### src/rtl/soc_bus_arbiter.sv
// Round-robin arbiter: two bus masters (m0 = CPU data, m1 = debug/loader) share one slave bus.
// Latency: request sampled at edge E drives s_req after E; slave ack at edge E+k gives mN_ack for one cycle after E+k.
// Backpressure: a master holds mN_req until its one-cycle mN_ack; the slave stalls by holding s_ack low.
//
// Ports: g_clk/g_rst_n (async active-low reset); per master mN_req/we/addr/wdata in and
// mN_rdata/ack/err out; slave side s_req/we/addr/wdata out, s_rdata/s_ack in.
// Optional feature macro: ARB_TIMEOUT_EN enables a BUSY wait counter that aborts a stalled
// transfer after TIMEOUT_CYCLES cycles and flags it with mN_err. Without it mN_err stays 0.
module soc_bus_arbiter #(
    parameter int ADDR_WIDTH     = 32,
    parameter int DATA_WIDTH     = 32,
    parameter int TIMEOUT_CYCLES = 15
) (
    input  logic                  g_clk,
    input  logic                  g_rst_n,
    input  logic                  m0_req,
    input  logic                  m0_we,
    input  logic [ADDR_WIDTH-1:0] m0_addr,
    input  logic [DATA_WIDTH-1:0] m0_wdata,
    output logic [DATA_WIDTH-1:0] m0_rdata,
    output logic                  m0_ack,
    output logic                  m0_err,
    input  logic                  m1_req,
    input  logic                  m1_we,
    input  logic [ADDR_WIDTH-1:0] m1_addr,
    input  logic [DATA_WIDTH-1:0] m1_wdata,
    output logic [DATA_WIDTH-1:0] m1_rdata,
    output logic                  m1_ack,
    output logic                  m1_err,
    output logic                  s_req,
    output logic                  s_we,
    output logic [ADDR_WIDTH-1:0] s_addr,
    output logic [DATA_WIDTH-1:0] s_wdata,
    input  logic [DATA_WIDTH-1:0] s_rdata,
    input  logic                  s_ack
);

    typedef enum logic [1:0] {
        ST_IDLE = 2'd0,
        ST_BUSY = 2'd1,
        ST_RESP = 2'd2
    } state_t;

    state_t                state_q, state_d;
    logic                  last_grant_q, last_grant_d;
    logic                  gnt_q, gnt_d;
    logic                  s_req_q, s_req_d;
    logic                  s_we_q, s_we_d;
    logic [ADDR_WIDTH-1:0] s_addr_q, s_addr_d;
    logic [DATA_WIDTH-1:0] s_wdata_q, s_wdata_d;
    logic [DATA_WIDTH-1:0] m0_rdata_q, m0_rdata_d;
    logic [DATA_WIDTH-1:0] m1_rdata_q, m1_rdata_d;
    logic                  m0_ack_q, m0_ack_d;
    logic                  m1_ack_q, m1_ack_d;
    logic                  m0_err_q, m0_err_d;
    logic                  m1_err_q, m1_err_d;
    logic                  timeout_hit;
    logic                  sel;

`ifdef ARB_TIMEOUT_EN
    localparam logic [7:0] TMO_LIMIT = 8'(TIMEOUT_CYCLES);
    logic [7:0] wait_cnt_q, wait_cnt_d;

    // IDLE is the only way into BUSY, so clearing while idle is the same as clearing on entry.
    always_comb begin
        wait_cnt_d = wait_cnt_q;
        if (state_q == ST_IDLE) begin
            wait_cnt_d = '0;
        end else if (state_q == ST_BUSY && !s_ack) begin
            wait_cnt_d = wait_cnt_q + 8'd1;
        end
    end

    // A real ack in the expiry cycle takes priority over the abort.
    assign timeout_hit = (state_q == ST_BUSY) && !s_ack && (wait_cnt_q == TMO_LIMIT);

    always_ff @(posedge g_clk or negedge g_rst_n) begin
        if (!g_rst_n) wait_cnt_q <= '0;
        else          wait_cnt_q <= wait_cnt_d;
    end
`else
    logic [7:0] unused_tmo;
    assign unused_tmo  = 8'(TIMEOUT_CYCLES);
    assign timeout_hit = 1'b0;
`endif

    // Single requester wins outright; on a tie the master that did not win last time goes.
    assign sel = (m0_req && m1_req) ? ~last_grant_q : m1_req;

    always_comb begin
        state_d      = state_q;
        last_grant_d = last_grant_q;
        gnt_d        = gnt_q;
        s_req_d      = s_req_q;
        s_we_d       = s_we_q;
        s_addr_d     = s_addr_q;
        s_wdata_d    = s_wdata_q;
        m0_rdata_d   = m0_rdata_q;
        m1_rdata_d   = m1_rdata_q;
        m0_ack_d     = 1'b0;
        m1_ack_d     = 1'b0;
        m0_err_d     = 1'b0;
        m1_err_d     = 1'b0;

        case (state_q)
            ST_IDLE: begin
                if (m0_req || m1_req) begin
                    gnt_d        = sel;
                    last_grant_d = sel;
                    s_req_d      = 1'b1;
                    s_we_d       = sel ? m1_we    : m0_we;
                    s_addr_d     = sel ? m1_addr  : m0_addr;
                    s_wdata_d    = sel ? m1_wdata : m0_wdata;
                    state_d      = ST_BUSY;
                end
            end
            ST_BUSY: begin
                // Ack/err are registered on leaving BUSY so they are high exactly during RESP.
                if (s_ack) begin
                    s_req_d = 1'b0;
                    state_d = ST_RESP;
                    if (gnt_q) begin
                        m1_rdata_d = s_rdata;
                        m1_ack_d   = 1'b1;
                    end else begin
                        m0_rdata_d = s_rdata;
                        m0_ack_d   = 1'b1;
                    end
                end else if (timeout_hit) begin
                    s_req_d = 1'b0;
                    state_d = ST_RESP;
                    if (gnt_q) begin
                        m1_ack_d = 1'b1;
                        m1_err_d = 1'b1;
                    end else begin
                        m0_ack_d = 1'b1;
                        m0_err_d = 1'b1;
                    end
                end
            end
            ST_RESP: begin
                state_d = ST_IDLE;
            end
            default: begin
                state_d = ST_IDLE;
                s_req_d = 1'b0;
            end
        endcase
    end

    always_ff @(posedge g_clk or negedge g_rst_n) begin
        if (!g_rst_n) begin
            state_q      <= ST_IDLE;
            last_grant_q <= 1'b1;
            gnt_q        <= 1'b0;
            s_req_q      <= 1'b0;
            s_we_q       <= 1'b0;
            s_addr_q     <= '0;
            s_wdata_q    <= '0;
            m0_rdata_q   <= '0;
            m1_rdata_q   <= '0;
            m0_ack_q     <= 1'b0;
            m1_ack_q     <= 1'b0;
            m0_err_q     <= 1'b0;
            m1_err_q     <= 1'b0;
        end else begin
            state_q      <= state_d;
            last_grant_q <= last_grant_d;
            gnt_q        <= gnt_d;
            s_req_q      <= s_req_d;
            s_we_q       <= s_we_d;
            s_addr_q     <= s_addr_d;
            s_wdata_q    <= s_wdata_d;
            m0_rdata_q   <= m0_rdata_d;
            m1_rdata_q   <= m1_rdata_d;
            m0_ack_q     <= m0_ack_d;
            m1_ack_q     <= m1_ack_d;
            m0_err_q     <= m0_err_d;
            m1_err_q     <= m1_err_d;
        end
    end

    assign s_req    = s_req_q;
    assign s_we     = s_we_q;
    assign s_addr   = s_addr_q;
    assign s_wdata  = s_wdata_q;
    assign m0_rdata = m0_rdata_q;
    assign m1_rdata = m1_rdata_q;
    assign m0_ack   = m0_ack_q;
    assign m1_ack   = m1_ack_q;
    assign m0_err   = m0_err_q;
    assign m1_err   = m1_err_q;

endmodule

### config.mk
export PLATFORM = sky130hd
export DESIGN_NAME = soc_bus_arbiter
export DESIGN_NICKNAME = d
export VERILOG_FILES = /design/src/rtl/soc_bus_arbiter.sv
export SDC_FILE = /design/constraint.sdc
export NUM_CORES = 1
export LEC_CHECK = 0
export BUFFER_PORTS_ARGS = -buffer_cell sky130_fd_sc_hd__clkbuf_2
export CAP_MARGIN = 20
export CORE_AREA = 2 2 116 118
export DETAILED_ROUTE_END_ITERATION = 10
export DIE_AREA = 0 0 118 120
export GPL_TIMING_DRIVEN = 0
export HOLD_SLACK_MARGIN = 0.1
export PLACE_DENSITY = 0.91
export SYNTH_ARGS = -nofsm -noshare
export SYNTH_HDL_FRONTEND = slang
export SYNTH_SLANG_ARGS = --single-unit
### constraint.sdc
create_clock -name g_clk -period 2.2 [get_ports g_clk]
set_input_delay 0.22 -clock g_clk [delete_from_list [all_inputs] [get_ports g_clk]]
set_output_delay 0.22 -clock g_clk [all_outputs]
set_load 0.02 [all_outputs]
# --- After elaboration in Yosys (flattened, before gate mapping) ---
# Index checks and enable logic that the tools add are counted.
totals:
  ff_bits: 136
  inputBits: 167
  output_inout_bits: 134
  word_cells: 42
op_classes:
  eq_ne: 4
  muxes: 16
  bitwise_logic: 3
  reduce_logical: 8
ops:
  columns: ["cell", "n"]
  rows:
  - ["$mux W32", 2]
  - ["$mux W1", 10]
  - ["$reduce_and A3 Y1", 3]
  - ["$mux W2", 2]
  - ["$ne A2 B2 Y1 const B", 2]
  - ["$pmux W2 S2", 1]
  - ["$reduce_and A2 Y1", 2]
  - ["$not A1 Y1", 3]
  - ["$pmux W1 S3", 1]
  - ["$eq A2 B1 Y1 const B", 1]
  - ["$eq A2 B2 Y1 const B", 1]
  - ["$logic_not A2 Y1", 1]
  - ["$logic_and A1 B1 Y1", 1]
  - ["$logic_or A1 B1 Y1", 1]

# --- Longest topological paths before layout ---
# Gate-level depths: netlist of run 1.
logic_depth:
  word_depth: 3
  depth_mapped: 5
  ltp_nobuf: 3

# --- Least setup slack after synthesis of run 1 ---
# OpenSTA, ideal clock, no wires.
synth_path:
  path_type: "flip-flop to flip-flop"
  from: "register last_grant_q"
  to: "register s_addr_q[30], in the netlist s_addr[30]"
  setup_time_ns: 0.125
  arrival_time_ns: 1.492
  required_time_ns: 2.075
  path_slack_ns: 0.583
  stages_incl_launch_ff: 6
  n_path_buf: 2
  synth_period_minus_slack_ns: 1.617
  path_cell_list: "dfstp_2 a21bo_2 buf_6 buf_6 mux2_1 mux2_2"
synth_via:
  elab_chain_cells: 3
synth_rtl:
  columns: ["element", "line", "rtl"]
  rows:
  - ["start: declaration", "45", "logic last_grant_q, last_grant_d;"]
  - ["start signal: assignment", "168", "last_grant_q <= last_grant_d;"]
  - ["$not A1 Y1", "88", "assign sel = (m0_req && m1_req) ? ~last_grant_q : m1_req;"]
  - ["$mux W1", "88", null]
  - ["$mux W32", "112", "s_addr_d = sel ? m1_addr : m0_addr;"]
  - ["end signal: assignment", "172", "s_addr_q <= s_addr_d;"]
  - ["end: declaration", "49", "logic [ADDR_WIDTH-1:0] s_addr_q, s_addr_d;"]
# Every way passes these cells.
# A chain may end at the register's enable or synchronous reset.

# --- Final worst setup path of run 1 ---
layout_path:
  from: "input m0_req"
  to: "register s_wdata_q[28], in the netlist s_wdata[28]"
layout_via:
  elab_chain_cells: 3
  word_cells_on_any_way: 5
  cone_classes: "mux: 2; reduce/logical: 3"
layout_rtl:
  columns: ["element", "line", "rtl"]
  rows:
  - ["start: declaration", "16", "input logic m0_req,"]
  - ["$logic_and A1 B1 Y1", "88", null]
  - ["$mux W1", "88", null]
  - ["$mux W32", "113", "s_wdata_d = sel ? m1_wdata : m0_wdata;"]
  - ["end signal: assignment", "173", "s_wdata_q <= s_wdata_d;"]
  - ["end: declaration", "50", "logic [DATA_WIDTH-1:0] s_wdata_q, s_wdata_d;"]
# Several ways; a longest one is shown, not always the timed one.

==> results.yml, run 1 <==
outcome:
  status: "finished, final reports clean"
sta:
  fin_hold_ws_ns: 0.1573
  worst_slew_pin_slew_ns: 0.5773
  finalSetupViolCount: 0
  worst_clock_skew_ns: 0.008976
  grt_setup_unrepaired: "no"
  layout_worst_path_cycle_share: 0.9047
  post-route-min-period_ns: 1.990
  max-slew-margin-rel: 0.6152
  timing.final.hold_violations: 0
  maxSlewViolCount: 0
  setup_total_negative_slack_ns: 0
  timing.fmax_mhz: 502.4
run:
  max-cap-violations: 0
drt:
  finalWirelength_mm: 15.78
  drt_antenna_net_count: 0
  post-route-drc-count: 0
  vias: 4467
  routed_via_density: 4.887
  firstDrtPassIters: 5
  drt_iter0_markers: 146
  wl_per_cell_um: 17.27
global_routing:
  global_route_usage_over_all_layers: 0.2320
  grt_max_degree: 72
  first_global_vias: 4859
  globalRoute.totalOverflow: 0
  grt_first_pass_wirelength_mm: 25.19
  grt_antenna_before_repair: 0
yosys:
  number_of_synthesized_register_bits: 136
  ys_seq_area_frac: 0.5837
  synth.distinct_cells: 21
  synthesis.instances: 370
  async_flop_share: 1.000
  postSynthAreaPerCell_sq_um: 15.77
  syn_area_sq_um: 5833
  synth-main-ff-cell: "sky130_fd_sc_hd__dfrtp_1"
  ys.warnings.count: 0
  synth-edff-count: 0
critical_path:
  timing.critical_path.fanout_max: 10
  path_class: "in -> reg"
  cpPeakStageDelay_ns: 0.56
  cp_cell_sequence: "dlygate4sd3_1, clkbuf_2, o21ai_1, buf_2, buf_2, mux2_2"
  critPathCaptureType: "register"
  worstPathArrival_ns: 2.27
  worst_setup_path_start_kind: "input port"
  required_time_worst_endpoint_ns: 2.48
  crit_slowest_cell: "sky130_fd_sc_hd__dlygate4sd3_1"
  worst_path_most_repeated_cell: "sky130_fd_sc_hd__buf_2"
floorplan:
  core_area_sq_um: 12980
  die_area_sq_um: 14160
  die_height_um: 120
  rows: 42
  start_util: 0.4494
  io_pins: 301
  die_x_um: 118
layout:
  mostFrequentLayoutCell: "sky130_fd_sc_hd__clkbuf_2"
  nNetsFinal: 892
  antenna_cells: 0
  layout_common_cells: "297 x sky130_fd_sc_hd__clkbuf_2, 155 x sky130_fd_sc_hd__mux2_2, 135 x sky130_fd_sc_hd__dfrtp_1"
  final_design_area_no_fill_sq_um: 8533
  fraction_of_layout_instances_using_a_drive_strength_above_1: 0.6897
  area.growth.synth_to_final_pct: 46.29
  fin_util: 0.6574
power_and_ir_drop:
  power.internal_mw: 7.984
  comb_power_share: 0.437
  powerDensity_nw_per_um2: 1523
  report.power.total_mw: 13.00
  power_leakage_nw: 4.245
  vdd_ir_drop_max_uv: 1115
  netSwitchingPower_mw: 5.015
  clock_power_share: 0.216
  power_switching_share: 0.3858
  pwr-share-seq: 0.347
clock_tree:
  worstSkewPairLatency_ns: 0.41
  ctsHtreeMaxLevel: 4
  postCtsResizedCells: 0
  cts-root-to-sink-buffers: 2
  clkSlewWorstSetupHoldPaths_ns: 0.05
  clock_sinks: 136
  tritoncts.num_buffers: 17
  tritoncts_clock_tree: "yes"
  clockRootBuffer: "sky130_fd_sc_hd__clkbuf_16"
placement:
  globalplace.congestion: 0.7660
  placedInstanceArea_sq_um: 7585
  place.port_buffers: 298
  dp_hpwl_mm: 11.11
worst_hold_path:
  hold_class: "in -> reg"
stage by stage:
stage          instances  setup slack, ns
6_report             914           0.2097
5_1_grt              914          0.09251
4_1_cts              914           0.1412
3_5_place_dp         846           0.2058
3_3_place_gp         845           -1.237
2_1_floorplan        371           0.5833
per-layer routing:
layer | vias to the layer above | part of all wire | GRT usage
li1 | 2035 | - | -
met1 | 2180 | 0.35 | 0.2307
met2 | 215 | 0.54 | 0.4281
met3 | 37 | 0.073 | 0.07747
met4 | 0 | 0.033 | 0.1212
met5 | - | 0 | 0
kinds of logic after synthesis:
| logic type | after synthesis | synth area share |
|---|---|---|
| AOI/OAI and AO/OA | 7 | 0.007507 |
| buffers and inverters | 24 | 0.02660 |
| DFF | 136 | 0.5837 |
| muxes | 194 | 0.3745 |
| other | 1 | 0.0006429 |
| and+or+nand+nor | 8 | 0.007079 |
registers in the layout, indices dropped and copies added (netlist names):
signal / cells
gnt_q: 1
m1_ack: 1
s_req: 1
state_q: 2
s_wdata: 32
s_addr: 32
s_we: 1
m0_ack: 1
m0_rdata: 32
m1_rdata: 32
last_grant_q: 1
worst paths after layout:
path                              startpoint           end  slack, ns  cells past startpoint
min in group asynchronous            g_rst_n  m0_rdata[23]       0.36                      2
worst max-delay path                  m0_req   s_wdata[28]       0.21                      6
worst min register to register         s_req         s_req       0.49                      2
worst max register to register    state_q[0]   s_wdata[28]       0.28                      5
worst min-delay path            m1_wdata[12]   s_wdata[12]       0.16                      3
max in group asynchronous            g_rst_n  last_grant_q       1.06                      3
cell usage after synthesis (all sizes together), types with 3 or more instances:
cell type	number	area (sq um)
buf	23	151.4
o21ai	3	15.01
nand2	3	11.26
mux2	194	2185
dfrtp	135	3378
critical path: cells and delay by family:
kind                   cells  cell delay (ns)
buffers and inverters      4             1.38
multiplexers               1             0.37
AO/OA/AOI/OAI              1             0.30
power by group through the flow:
stage          Clock (mW)  Sequential [mW]  Combinational [mW]
6_report             2.81             4.52                5.67
5_1_grt              2.97             4.66                6.03
4_1_cts              2.86             4.47                5.69
3_5_place_dp            0             4.50                5.61
3_3_place_gp            0             4.40                5.50
2_1_floorplan           0             5.95                2.07
repair_timing:
action	4_1_cts	5_1_grt
hold buffers	36	0
buffers inserted	0	0
endpoints found under the hold margin	137	0
final cells by class:
type                    count  area, sq um
fillers                   944         4447
flip-flops and latches    136         3405
multi-input cells         211         2277
repair buffers            335         1888
clock buffers              20        446.7
well taps                 176        220.2
plain buffers              23        151.4
clock inverters            12        141.4
inverters                   1        3.754
No activity file was read; power rests on OpenSTA's default activity.
==> run 2, diff against run 1 <==
--- a/config.mk
+++ b/config.mk
@@ -10,7 +10,6 @@
 export CORE_AREA = 2 2 116 118
 export DETAILED_ROUTE_END_ITERATION = 10
 export DIE_AREA = 0 0 118 120
-export GPL_TIMING_DRIVEN = 0
 export HOLD_SLACK_MARGIN = 0.1
 export PLACE_DENSITY = 0.91
 export SYNTH_ARGS = -nofsm -noshare
==> results.yml, run 2 (synthesized netlist as in run 1, its figures left out) <==
sta:
  postLayoutSetupSlackWorst_ns: 0.4015
  max-slew-margin-rel: 0.6636
  grt_setup_unrepaired: "no"
  finalSetupViolCount: 0
  timing.fmax_mhz: 556.0
  timing.final.hold_violations: 0
  worst_slew_pin_slew_ns: 0.5045
  layout_worst_path_cycle_share: 0.8175
  worst_clock_skew_ns: 0.006959
  post-route-min-period_ns: 1.798
  maxSlewViolCount: 0
  setup_total_negative_slack_ns: 0
power_and_ir_drop:
  power_leakage_nw: 4.181
  vdd_ir_drop_max_uv: 1097
  powerDensity_nw_per_um2: 1522
worst_hold_path:
  hold_class: "in -> reg"
critical_path:
  reg2reg_setup_slack_ns: 0.40
  critical_path.reg2reg.endpoint: "s_wdata[10]"
  r2r-start: "last_grant_q"
  critPathLaunch: "last_grant_q"
  worst_setup_path_start_kind: "register"
  critPathCaptureType: "register"
  path_class: "reg -> reg"
  crit_path_end: "s_wdata[10]"
  worstPathArrival_ns: 2.09
  timing.critical_path.fanout_max: 21
  r2r_cells: 4
  required_time_worst_endpoint_ns: 2.49
run:
  max-cap-violations: 0
clock_tree:
  clkSlewWorstSetupHoldPaths_ns: 0.06
  ctsHtreeMaxLevel: 4
  worstSkewPairLatency_ns: 0.41
  clockRootBuffer: "sky130_fd_sc_hd__clkbuf_16"
  clock_sinks: 136
  tritoncts.num_buffers: 17
  tritoncts_clock_tree: "yes"
  cts-root-to-sink-buffers: 2
layout:
  mostFrequentLayoutCell: "sky130_fd_sc_hd__clkbuf_2"
  layout_common_cells: "297 x sky130_fd_sc_hd__clkbuf_2, 155 x sky130_fd_sc_hd__mux2_2, 135 x sky130_fd_sc_hd__dfrtp_1"
  fill_cell_total_of_the_finished_layout: 929
  area.growth.synth_to_final_pct: 45.28
  fraction_of_layout_instances_using_a_drive_strength_above_1: 0.6884
  sequential_cell_area_sq_um: 3405
  antenna_cells: 0
  area_of_the_multi_input_gates_sq_um: 2296
  nNetsFinal: 876
global_routing:
  global_route_usage_over_all_layers: 0.2219
  grt_busiest_layer: "met2"
  first_global_vias: 4935
  globalRoute.totalOverflow: 0
  grt_antenna_before_repair: 0
  met2_usage: 0.4037
  met3_usage: 0.06702
  grt_max_degree: 53
  grt_util_met1: 0.2429
  grt_first_pass_wirelength_mm: 24.64
floorplan:
  rows: 42
  io_pins: 301
  core_area_sq_um: 12980
  start_util: 0.4494
  die_height_um: 120
  die_x_um: 118
  die_area_sq_um: 14160
drt:
  wl_per_cell_um: 17.05
  routed_via_density: 4.884
  drt_iter0_markers: 141
  finalWirelength_mm: 15.31
  post-route-drc-count: 0
  drt_antenna_net_count: 0
  firstDrtPassIters: 4
  vias: 4386
placement:
  pre_cts_ws_ns: 0.4105
  globalplace.congestion: 0.8053
  place.port_buffers: 298
  dp_hpwl_mm: 10.84
outcome:
  status: "finished, final reports clean"
==> run 2: cell count changes in the layout (fill, tap and decap cells not counted), sizes merged <==
cell / change
inv: +3
clkinvlp: +3
bufinv: -1
clkbuf: -4
buf: -15
clkinv: -2
==> run 2: area by class of cell <==
type / instances / share of cell area
sequential: 136 / 0.4017
multi-input combinational: 211 / 0.2709
timing repair buffer: 342 / 0.2337
clock buffer: 17 / 0.05020
tap: 176 / 0.02599
clock inverter: 15 / 0.01698
inverter: 1 / 0.0004429
==> run 2: routing by layer <==
metal | wire (um) | share of wire
met2 | 8335 | 0.54
met4 | 352 | 0.023
met3 | 1043 | 0.068
met1 | 5583 | 0.36
met5 | 0 | 0
==> run 2: worst max-delay path, cell delays in order (launching register included) <==
cell and delay [ns]:
sky130_fd_sc_hd__dfstp_2 0.54, sky130_fd_sc_hd__a21bo_2 0.17, sky130_fd_sc_hd__buf_4 0.29, sky130_fd_sc_hd__mux2_1 0.38, sky130_fd_sc_hd__mux2_2 0.28
==> run 2: worst min path at each step <==
stage            startpoint            to  slack (ns)  cells past startpoint
2_1_floorplan       g_rst_n         gnt_q       -0.08                      0
3_3_place_gp        g_rst_n   m0_rdata[3]        0.19                      1
3_5_place_dp        g_rst_n  m0_rdata[22]        0.20                      1
4_1_cts          m1_addr[2]     s_addr[2]        0.13                      3
5_1_grt        m1_wdata[12]   s_wdata[12]        0.15                      3
6_report         m1_addr[2]     s_addr[2]        0.14                      3
==> run 2: metrics by stage <==
step	std cells	instance area, sq um	total power [mW]	util	hold slack [ns]
2_1_floorplan	371	5837	8.025	-	-0.07559
3_3_place_gp	830	7545	9.840	0.5813	0.1932
3_5_place_dp	830	7545	10.12	0.5813	0.2019
4_1_cts	898	8474	12.97	0.6529	0.1314
5_1_grt	898	8474	13.54	0.6529	0.1533
6_report	898	8474	12.90	0.6529	0.1439
==> run 2: repair_timing <==
item	4_1_cts	5_1_grt
resized for setup	0	0
hold endpoints to repair	116	0
buffers inserted	0	0
hold buffers	36	0
==> run 2: report_power, final <==
group	internal [mW]	switching, mW	total, mW
clock	1.58	1.15	2.73
combinational	2.48	3.14	5.62
sequential	3.79	0.763	4.56
total	7.85	5.05	12.9
==> run 3, diff against run 2 <==
--- a/config.mk
+++ b/config.mk
@@ -7,11 +7,11 @@
 export LEC_CHECK = 0
 export BUFFER_PORTS_ARGS = -buffer_cell sky130_fd_sc_hd__clkbuf_2
 export CAP_MARGIN = 20
-export CORE_AREA = 2 2 116 118
+export CORE_ASPECT_RATIO = 1.1
+export CORE_UTILIZATION = 41
 export DETAILED_ROUTE_END_ITERATION = 10
-export DIE_AREA = 0 0 118 120
 export HOLD_SLACK_MARGIN = 0.1
-export PLACE_DENSITY = 0.91
+export PLACE_DENSITY = 0.87
 export SYNTH_ARGS = -nofsm -noshare
 export SYNTH_HDL_FRONTEND = slang
 export SYNTH_SLANG_ARGS = --single-unit
==> constraint.sdc (replaced) <==
create_clock -name g_clk -period 1.5 [get_ports g_clk]
set_input_delay 0.15 -clock g_clk [delete_from_list [all_inputs] [get_ports g_clk]]
set_output_delay 0.15 -clock g_clk [all_outputs]
set_load 0.02 [all_outputs]
==> results.yml, run 3 (synthesized netlist as in run 1, its figures left out) <==
outcome:
  status: "finished, violations left"
  violations: "setup timing"
power_and_ir_drop:
  powerDensity_nw_per_um2: 2076
  power_leakage_nw: 5.519
  report.power.total_mw: 22.11
  vdd_ir_drop_max_uv: 1349
drt:
  post-route-drc-count: 0
  routed_via_density: 5.086
  vias: 5335
  drt_antenna_net_count: 0
  wl_per_cell_um: 22.66
  firstDrtPassIters: 4
  drt_iter0_markers: 208
  finalWirelength_mm: 23.77
critical_path:
  reg2reg_setup_slack_ns: -0.25
  cpPeakStageDelay_ns: 0.55
  r2r_cells: 5
  path_buf_inv: 2
  crit_slowest_cell: "sky130_fd_sc_hd__dfstp_2"
  critPathCaptureType: "register"
  worst_setup_path_start_kind: "register"
  path_class: "reg -> reg"
  critPathLaunch: "last_grant_q"
  required_time_worst_endpoint_ns: 1.79
  r2r-start: "last_grant_q"
  levels_on_crit_path: 5
  cp_top_family: "multiplexers"
  critical_path.reg2reg.endpoint: "s_addr[26]"
  crit_path_end: "s_addr[26]"
  timing.critical_path.fanout_max: 7
  cp_cell_sequence: "a21bo_4, buf_12, buf_12, mux2_2, mux2_2"
  worstPathArrival_ns: 2.04
clock_tree:
  clkSlewWorstSetupHoldPaths_ns: 0.06
  clock_sinks: 136
  worstSkewPairLatency_ns: 0.41
  tritoncts.num_buffers: 17
  cts-root-to-sink-buffers: 2
  tritoncts_clock_tree: "yes"
  ctsHtreeMaxLevel: 4
  clockRootBuffer: "sky130_fd_sc_hd__clkbuf_16"
placement:
  dp_hpwl_mm: 10.67
  place.port_buffers: 298
  globalplace.congestion: 0.7861
  pre_cts_ws_ns: -0.2122
layout:
  area.growth.synth_to_final_pct: 82.58
  fraction_of_layout_instances_using_a_drive_strength_above_1: 0.6640
  mostFrequentLayoutCell: "sky130_fd_sc_hd__clkbuf_2"
  fill_cell_total_of_the_finished_layout: 790
  fin_util: 0.7689
  nNetsFinal: 1014
  layout_common_cells: "297 x sky130_fd_sc_hd__clkbuf_2, 139 x sky130_fd_sc_hd__dlygate4sd3_1, 135 x sky130_fd_sc_hd__dfrtp_1"
floorplan:
  die_height_um: 127.1
  die_area_sq_um: 14710
  core_area_sq_um: 13850
  io_pins: 301
  rows: 45
  die_x_um: 115.7
  start_util: 0.4211
global_routing:
  grt_util_met1: 0.2696
  grt_busiest_layer: "met2"
  first_global_vias: 5811
  grt_antenna_before_repair: 2
  grt_max_degree: 54
  grt_first_pass_wirelength_mm: 30.14
  met2_usage: 0.4952
  met3_usage: 0.09915
  globalRoute.totalOverflow: 0
  global_route_usage_over_all_layers: 0.2779
sta:
  timing.final.hold_violations: 0
  timing.fmax_mhz: 570.7
  post-route-min-period_ns: 1.752
  grt_setup_unrepaired: "yes"
  fin_hold_ws_ns: 0.1145
  maxSlewViolCount: 0
  finalSetupViolCount: 88
  postLayoutSetupSlackWorst_ns: -0.2522
  layout_worst_path_cycle_share: 1.168
  worst_clock_skew_ns: 0.008210
worst_hold_path:
  hold_class: "in -> reg"
  whs_path_depth: 3
  hold_path_startpoint: "m1_addr[16]"
run:
  max-cap-violations: 0
==> run 3: cell count changes in the layout (fill, tap and decap cells not counted), moves of 7 or more <==
| cell | change |
|---|---|
| sky130_fd_sc_hd__mux2_2 | -89 |
| sky130_fd_sc_hd__buf_4 | +12 |
| sky130_fd_sc_hd__mux2_4 | +127 |
| sky130_fd_sc_hd__buf_12 | +11 |
| sky130_fd_sc_hd__dlygate4sd3_1 | +103 |
| sky130_fd_sc_hd__clkbuf_16 | +7 |
| sky130_fd_sc_hd__mux2_1 | -38 |
==> run 3: metrics by stage <==
stage	cells	instance area (sq um)	TNS, ns
3_5_place_dp	855	7695	-11.71
6_report	1049	10650	-13.28
3_3_place_gp	855	7695	-9.268
5_1_grt	1049	10650	-16.00
2_1_floorplan	371	5844	-5.763
4_1_cts	1038	10110	-12.89
==> run 3: repair_timing <==
action,4_1_cts,5_1_grt
resized for setup,44,113
endpoints found under the setup margin,91,129
buffers inserted,8,7
gates cloned,4,9
hold endpoints to repair,260,0
pin swaps,1,2
hold buffers,139,0
==> run 3: worst min-delay path by stage <==
stage | to | slack (ns)
CTS | s_addr[25] | 0.10
global route | s_addr[16] | 0.1
finish | s_addr[16] | 0.11
detailed placement | s_wdata[1] | 0.02
floorplan | gnt_q | -0.15
global placement | s_addr[11] | 0.02
==> run 3: final cells by class <==
| class | count | area [sq um] | area share |
|---|---|---|---|
| Multi-Input combinational cell | 211 | 2796 | 0.2626 |
| Timing Repair Buffer | 480 | 3568 | 0.3351 |
| Tap cell | 188 | 235.2 | 0.02209 |
| Inverter | 1 | 3.754 | 0.0003524 |
| Antenna cell | 1 | 2.502 | 0.0002350 |
| Sequential cell | 136 | 3405 | 0.3197 |
| Clock inverter | 11 | 168.9 | 0.01586 |
| Clock buffer | 21 | 470.5 | 0.04417 |
==> run 3: worst register-to-register path, delay by kind of cell, from the launching register on <==
kind | cells | cell delay [ns]
buffers and inverters | 2 | 0.29
multiplexers | 2 | 0.64
flip-flops | 1 | 0.55
AO/OA/AOI/OAI | 1 | 0.16
==> run 3: metal layers <==
| layer | part of all wire | up-vias |
|---|---|---|
| met3 | 0.085 | 102 |
| li1 | - | 2272 |
| met1 | 0.34 | 2659 |
| met5 | 0.00063 | - |
| met2 | 0.52 | 300 |
| met4 | 0.057 | 2 |
==> run 3: power breakdown <==
group | total, mW | internal, mW | switching, mW
logic | 10.7 | 5.27 | 5.45
clock network | 4.56 | 2.92 | 1.64
registers | 6.82 | 5.57 | 1.26
